===== config.mk =====
export PLATFORM = sky130hd
export DESIGN_NAME = tcam_pipe
export DESIGN_NICKNAME = d
export VERILOG_FILES = /design/src/rtl/tcam_pkg.sv /design/src/rtl/tcam_prio_enc.sv /design/src/rtl/tcam_pipe.sv
export SDC_FILE = /design/constraint.sdc
export NUM_CORES = 1
export LEC_CHECK = 0
export CORE_MARGIN = 8
export CORE_UTILIZATION = 50
export CTS_BUF_LIST = sky130_fd_sc_hd__clkbuf_4 sky130_fd_sc_hd__clkbuf_8
export CTS_CLUSTER_DIAMETER = 200
export CTS_CLUSTER_SIZE = 25
export DETAILED_ROUTE_END_ITERATION = 10
export PLACE_DENSITY_LB_ADDON = 0.1
export SYNTH_ARGS = -nofsm -noshare
export SYNTH_HDL_FRONTEND = slang
export SYNTH_SLANG_ARGS = --single-unit

===== constraint.sdc =====
create_clock -name clk -period 2.15 [get_ports clk]
set_input_delay 0.645 -clock clk [delete_from_list [all_inputs] [get_ports clk]]
set_output_delay 0.645 -clock clk [all_outputs]
set_load 0.02 [all_outputs]

===== src/rtl/tcam_pkg.sv =====
// -----------------------------------------------------------------------------
// tcam_pkg
// Shared types and helpers for the pipelined TCAM (tcam_pipe).
//   - tcam_state_e : flush walker state (IDLE, FLUSH, DRAIN)
//   - clog2        : ceiling log2, never below 1 (usable as a bus width)
//   - *_D          : default key / address / data widths
// No ports.
// -----------------------------------------------------------------------------
package tcam_pkg;

   localparam int KEY_WIDTH_D  = 8;
   localparam int ADDR_WIDTH_D = 4;
   localparam int DATA_WIDTH_D = 8;

   typedef enum logic [1:0] {
      IDLE  = 2'd0,
      FLUSH = 2'd1,
      DRAIN = 2'd2
   } tcam_state_e;

   function automatic int clog2(input int n);
      int r;
      r = 0;
      while ((1 << r) < n) r++;
      return (r < 1) ? 1 : r;
   endfunction

endpackage


===== src/rtl/tcam_prio_enc.sv =====
// -----------------------------------------------------------------------------
// tcam_prio_enc
// Combinational priority encoder over an N-bit hit vector.
// Ports:
//   vec   in  N   hit vector, bit i = entry i matched
//   idx   out IW  index of the lowest set bit (0 when vec is empty)
//   any   out 1   at least one bit set
//   multi out 1   more than one bit set
// -----------------------------------------------------------------------------
module tcam_prio_enc
   import tcam_pkg::*;
#(
   parameter int N  = 16,
   parameter int IW = clog2(N)
) (
   input  logic [N-1:0]  vec,
   output logic [IW-1:0] idx,
   output logic          any,
   output logic          multi
);

   // Walk from the top down so the lowest set bit is the last to assign.
   always_comb begin
      idx = '0;
      for (int i = N - 1; i >= 0; i--) begin
         if (vec[i]) idx = IW'(i);
      end
   end

   assign any   = |vec;
   // Clearing the lowest set bit leaves something only if two or more were set.
   assign multi = |(vec & (vec - N'(1)));

endmodule


===== src/rtl/tcam_pipe.sv =====
// -----------------------------------------------------------------------------
// tcam_pipe
// Pipelined ternary CAM with per-entry valid bits, a write/invalidate port,
// a valid/ready search port and a valid/ready result port with backpressure.
// A flush walker clears one valid bit per cycle. Search pipeline:
//   S1 : match vector registered on accept
//   S2 : lowest-index encode, multi flag and data read registered
// Optional build macro: TCAM_STATS_EN adds saturating hit_cnt / miss_cnt.
// Ports:
//   clk, rst                 clock, synchronous active-high reset
//   wr_en, inv_en, wr_addr   write / invalidate entry (inv_en wins)
//   wr_key, wr_mask, wr_data entry contents (mask bit 1 = don't care)
//   flush, busy              start flush walker / walker active
//   s_valid, s_ready, s_key  search request handshake and key
//   r_valid, r_ready         result handshake
//   r_hit, r_multi           any / more than one valid entry matched
//   r_addr, r_data           lowest matching index and its data (0 on miss)
//   hit_cnt, miss_cnt        consumed-result counters (TCAM_STATS_EN only)
// -----------------------------------------------------------------------------
module tcam_pipe
   import tcam_pkg::*;
#(
   parameter int KEY_WIDTH  = KEY_WIDTH_D,
   parameter int ADDR_WIDTH = ADDR_WIDTH_D,
   parameter int DATA_WIDTH = DATA_WIDTH_D
) (
   input  logic                  clk,
   input  logic                  rst,
   input  logic                  wr_en,
   input  logic                  inv_en,
   input  logic [ADDR_WIDTH-1:0] wr_addr,
   input  logic [KEY_WIDTH-1:0]  wr_key,
   input  logic [KEY_WIDTH-1:0]  wr_mask,
   input  logic [DATA_WIDTH-1:0] wr_data,
   input  logic                  flush,
   output logic                  busy,
   input  logic                  s_valid,
   output logic                  s_ready,
   input  logic [KEY_WIDTH-1:0]  s_key,
   output logic                  r_valid,
   input  logic                  r_ready,
   output logic                  r_hit,
   output logic                  r_multi,
   output logic [ADDR_WIDTH-1:0] r_addr,
   output logic [DATA_WIDTH-1:0] r_data
`ifdef TCAM_STATS_EN
   ,
   output logic [15:0]           hit_cnt,
   output logic [15:0]           miss_cnt
`endif
);

   localparam int ENTRIES = 2 ** ADDR_WIDTH;
   localparam int STAGES  = 2;

   // ---------------------------------------------------------------- storage
   logic [ENTRIES-1:0]                 valid_q;
   logic [ENTRIES-1:0][KEY_WIDTH-1:0]  key_q;
   logic [ENTRIES-1:0][KEY_WIDTH-1:0]  mask_q;
   logic [ENTRIES-1:0][DATA_WIDTH-1:0] data_q;

   // ---------------------------------------------------------------- control
   tcam_state_e           state, state_nxt;
   logic [ADDR_WIDTH-1:0] cnt, cnt_nxt;
   logic                  flush_start;
   logic                  flush_clr;

   // --------------------------------------------------------------- pipeline
   logic [STAGES:1]       vld_pipe;   // [1] = S1 holds a search, [2] = result
   logic [ENTRIES-1:0]    match;
   logic [ENTRIES-1:0]    s1_match;
   logic                  adv;
   logic                  accept;
   logic [ADDR_WIDTH-1:0] enc_idx;
   logic                  enc_any;
   logic                  enc_multi;

   assign busy    = (state != IDLE);
   assign adv     = ~vld_pipe[STAGES] | r_ready;
   assign s_ready = adv & (state == IDLE) & ~rst;
   assign accept  = s_valid & s_ready;
   assign r_valid = vld_pipe[STAGES];

   // ------------------------------------------------------------ match array
   for (genvar i = 0; i < ENTRIES; i++) begin : g_match
      assign match[i] = valid_q[i] & ~|((s_key ^ key_q[i]) & ~mask_q[i]);
   end

   // ------------------------------------------------------------ flush walker
   always_ff @(posedge clk) begin
      if (rst) begin
         state <= IDLE;
         cnt   <= '0;
      end else begin
         state <= state_nxt;
         cnt   <= cnt_nxt;
      end
   end

   always_comb begin
      state_nxt   = state;
      cnt_nxt     = cnt;
      flush_start = 1'b0;
      flush_clr   = 1'b0;
      case (state)
         IDLE: begin
            if (flush) begin
               state_nxt   = FLUSH;
               cnt_nxt     = '0;
               flush_start = 1'b1;
            end
         end
         FLUSH: begin
            flush_clr = 1'b1;
            cnt_nxt   = cnt + 1'b1;   // wraps back to 0 after the last entry
            if (&cnt) state_nxt = DRAIN;
         end
         DRAIN:   state_nxt = IDLE;
         default: state_nxt = IDLE;
      endcase
   end

   // --------------------------------------------------------- entry storage
   // Writes and invalidates are dropped while the walker owns the valid bits.
   always_ff @(posedge clk) begin
      if (rst) begin
         valid_q <= '0;
         key_q   <= '0;
         mask_q  <= '0;
         data_q  <= '0;
      end else if (flush_clr) begin
         valid_q[cnt] <= 1'b0;
      end else if (!busy) begin
         if (inv_en) begin
            valid_q[wr_addr] <= 1'b0;
         end else if (wr_en) begin
            valid_q[wr_addr] <= 1'b1;
            key_q[wr_addr]   <= wr_key;
            mask_q[wr_addr]  <= wr_mask;
            data_q[wr_addr]  <= wr_data;
         end
      end
   end

   // ------------------------------------------------------------- S2 encode
   tcam_prio_enc #(
      .N  (ENTRIES),
      .IW (ADDR_WIDTH)
   ) u_enc (
      .vec   (s1_match),
      .idx   (enc_idx),
      .any   (enc_any),
      .multi (enc_multi)
   );

   // ---------------------------------------------------------- S1/S2 stages
   // Both stages move together on adv, so a stalled result freezes S1 too
   // and the outputs stay stable until consumed.
   always_ff @(posedge clk) begin
      if (rst) begin
         vld_pipe <= '0;
         s1_match <= '0;
         r_hit    <= 1'b0;
         r_multi  <= 1'b0;
         r_addr   <= '0;
         r_data   <= '0;
      end else if (adv) begin
         vld_pipe <= {vld_pipe[STAGES-1:1], accept};
         if (accept) s1_match <= match;
         if (vld_pipe[1]) begin
            r_hit   <= enc_any;
            r_multi <= enc_multi;
            r_addr  <= enc_any ? enc_idx : '0;
            // data array is read now, so a write landing between S1 and S2
            // is visible in r_data
            r_data  <= enc_any ? data_q[enc_idx] : '0;
         end
      end
   end

`ifdef TCAM_STATS_EN
   // ------------------------------------------------------------ statistics
   always_ff @(posedge clk) begin
      if (rst || flush_start) begin
         hit_cnt  <= '0;
         miss_cnt <= '0;
      end else if (r_valid && r_ready) begin
         if (r_hit) begin
            if (hit_cnt != 16'hFFFF) hit_cnt <= hit_cnt + 16'd1;
         end else begin
            if (miss_cnt != 16'hFFFF) miss_cnt <= miss_cnt + 16'd1;
         end
      end
   end
`endif

endmodule


==> run_results.csv <==
group,metric,value,unit
clock_tree,cts_tree,"built",
critical_path,critical-path-top-cell-by-count,"mux2i_1",
power_and_ir_drop,finalPower,13.02,mW
run_status,status,"finished with violations",
global_routing,global_route.overflow_total,0,
sta,setup_violations,9,
drt,viasPerCell,5.660,
power_and_ir_drop,max-vdd-ir-drop,350.3,µV
sta,final_hold_viol_count,0,
floorplan,chipHeight,209.9,µm
global_routing,vias_in_the_first_global_route,16388,
critical_path,critical-path-max-stage-delay,0.36,ns
sta,relSlewSlack,0.4885,
sta,post-route-worst-setup-slack,-0.3784,ns
sta,hold_slack,0.4627,ns
power_and_ir_drop,netSwitchingPower,3.399,mW
sta,worst_clock_skew,0.03389,ns
clock_tree,htree_num_levels,1,
clock_tree,cts-root-buf,"clkbuf_8",
yosys,synth_sequential_area_ratio,0.4664,
yosys,yosys_warnings,0,
yosys,yosys.area.top_type_share,0.4664,
clock_tree,numCtsBuffers,21,
critical_path,worstSetupPathType,"reg2reg",
floorplan,row_count,71,
clock_tree,clock-sinks,438,
critical_path,timing.critical_path.max_delay_family,"compound AO/OA/AOI/OAI gates",
layout,finish.instance_area,0.02235,mm²
yosys,synth_seq_cells,438,
global_routing,grt_start_max_net_pins,143,
placed_design,detailed_place_hpwl,38780,µm
critical_path,worst_ep_required_time,2.67,ns
sta,maxSlewViolCount,0,
layout,area_delta_synth_final,18.90,%
drt,total_length_of_routed_wires,60950,µm
drt,detail_route.iter0.violations,1421,
yosys,synthMostInstantiatedCell,"nand2_1",
drt,avgRoutedWirePerCell,19.82,µm
layout,antenna-diode-count,0,
yosys,post_synth_instance_area,0.01880,mm²
critical_path,slowest_stage,"or3_1",
sta,rsz0062_at_grt,"true",
run,max_cap_violations,0,
floorplan,ios,60,
floorplan,floorplan.die_area,0.04406,mm²
power_and_ir_drop,clock_power_share,0.266,
floorplan,fp.coreArea,0.03731,mm²
yosys,leading_post_synthesis_cells_by_instance_count,"nand2_1 (855), dfxtp_1 (438), a21oi_1 (418)",
floorplan,initial_utilization,0.5039,
yosys,ys_types,55,
critical_path,cp_cell_sequence,"or3_1, a221o_1, a31oi_4, nor2_4, buf_4, mux2i_1, mux2i_1, a22oi_2, o31ai_2",
yosys,synthesis.instances,2508,
yosys,count_of_flip_flops_with_a_built_in_enable_after_synthesis,0,
yosys,synthesis.nets,2555,
clock_tree,clkLatencyLatePin,0.63,ns
power_and_ir_drop,power.leakage,7.575,nW
sta,fmaxAchievable,0.3955,GHz
drt,drc,0,
placed_design,port_buffers,59,
layout,post-route-util,0.5991,
global_routing,grt_first_pass_wirelength,93440,µm
yosys,async_flop_share,0,
drt,first_pass_iters,5,
yosys,synth_flop_cell,"dfxtp_1",
critical_path,worstPathArrival,3.05,ns
yosys,synth_area_leader_cell,"dfxtp_1",
layout,design.final.nets,2648,
yosys,postSynthAreaPerCell,7.496,µm²
layout,drive_above_1_share,0.1226,
drt,dr_total_vias,17404,
placed_design,detailedPlace.worstSlack,-0.7085,ns
run_status,violations,"negative setup slack",
placed_design,gp_congestion,0.8659,
critical_path,timing.critical_path.buf_inv,1,
global_routing,grt_antenna_before_repair,1,
sta,worst_pin_slew,0.7673,ns
clock_tree,cts.path.max_buffers,3,
critical_path,setup.worst_path.end_class,"flip-flop",
sta,min_period,2.528,ns
clock_tree,cts.clk_slew.worst_paths,0.15,ns
yosys,synth_area_leaders,"dfxtp_1 (47%), nand2_1 (17%), a21oi_1 (11%)",
sta,fin_crit_sh,1.176,
power_and_ir_drop,power.switching_fraction,0.2611,
drt,drt.antenna.violating_nets,0,
power_and_ir_drop,p_comb_frac,0.103,
critical_path,setup.worst_path.start_class,"flip-flop",
floorplan,chipWidth,209.9,µm
power_and_ir_drop,internal-power,9.617,mW
hold_path,worst_hold_path_type,"reg2reg",
power_and_ir_drop,cellPowerDensity,582.3,mW/mm²
critical_path,worstPathMaxFanout,10,
power_and_ir_drop,seq_power_share,0.632,
placed_design,detailed_place.area,0.02175,mm²
global_routing,globalRouteTotalUtil,0.2671,
[metal layers]
metal / GRT usage / vias to the layer above / wire (µm)
met5: 0 / - / 10
met4: 0.08870 / 2 / 1973
met3: 0.02939 / 102 / 4703
met2: 0.4372 / 613 / 27700
met1: 0.3646 / 8283 / 26560
li1: - / 8404 / -
[through the flow]
| step | instances | setup TNS, ns |
|---|---|---|
| 2_1_floorplan | 2508 | -0.06942 |
| 3_3_place_gp | 3047 | -112.30 |
| 3_5_place_dp | 3047 | -113.33 |
| 4_1_cts | 3072 | -1.940 |
| 5_1_grt | 3075 | -3.187 |
| 6_report | 3075 | -2.411 |
[tightest hold or removal path, delay by kind of cell (launching register included)]
kind | cells | cell delay [ns]
DFF | 1 | 0.34
and+or+nand+nor | 1 | 0.05
AOI/OAI and AO/OA | 1 | 0.05
[final timing paths]
kind,cells after the start,startpoint,slack (ns),end
worst max-delay path,9,s1_match[2]$_SDFFE_PP0P_,-0.38,r_data[4]$_SDFFE_PP0P_
worst min-delay path,2,mask_q[95]$_SDFFE_PP0P_,0.46,mask_q[95]$_SDFFE_PP0P_
worst max register to register,9,s1_match[2]$_SDFFE_PP0P_,-0.38,r_data[4]$_SDFFE_PP0P_
worst min register to register,2,mask_q[95]$_SDFFE_PP0P_,0.46,mask_q[95]$_SDFFE_PP0P_
[power by group through the flow]
| stage | clock network (mW) | registers (mW) | logic (mW) |
|---|---|---|---|
| 2_1_floorplan | 0 | 8.40 | 0.627 |
| 3_3_place_gp | 0 | 8.39 | 1.30 |
| 3_5_place_dp | 0 | 8.40 | 1.31 |
| 4_1_cts | 3.51 | 8.22 | 1.31 |
| 5_1_grt | 3.76 | 8.23 | 1.40 |
| 6_report | 3.46 | 8.22 | 1.34 |
[sequential cells by signal (all words and copies together), names as in the netlist, named ones only]
signal / cells
data_q: 128
key_q: 128
mask_q: 128
s1_match: 16
r_data: 8
cnt: 4
r_addr: 4
state: 2
vld_pipe: 2
r_hit: 1
r_multi: 1
[cells in the final DEF (no fill, tap or decap), types with 15 or more instances in the layout]
cell type	instances
clkbuf_8	21
nand2_1	853
o22ai_1	51
clkdlybuf4s50_1	41
a22oi_1	35
dfxtp_1	433
o21ai_0	24
a21oi_1	417
dlygate4sd2_1	15
nand3_1	24
buf_12	67
nor3_1	60
buf_4	157
nor2_1	90
mux2i_1	35
xnor2_1	128
[what timing repair did]
action | CTS | global route
cloned | 1 | 1
pin swaps | 2 | 20
hold endpoints to repair | 0 | 0
buffers inserted | 1 | 4
setup endpoints to repair | 26 | 11
hold buffers | 0 | 0
gates resized for setup | 41 | 43
[area by class of cell]
type	count	area [µm²]
flip-flops and latches	438	8775
multi-input cells	1844	9478
fillers	3391	14960
repair buffers	289	3167
clock buffers	21	289.0
well taps	474	593.1
clock inverters	2	23.77
inverters	7	28.78
[cell families (layout without fill, tap and decap cells)]
family,Yosys count,in the layout,share of synthesized area
AO/OA/AOI/OAI,568,568,0.1652
XOR/XNOR,128,128,0.05963
adder cells (fa/ha/maj),7,7,0.004259
buffers and inverters,227,319,0.04625
flip-flops,438,438,0.4664
multiplexers,48,48,0.02649
AND/OR/NAND/NOR,1092,1093,0.2318
Power figures use the tool's default switching activity.
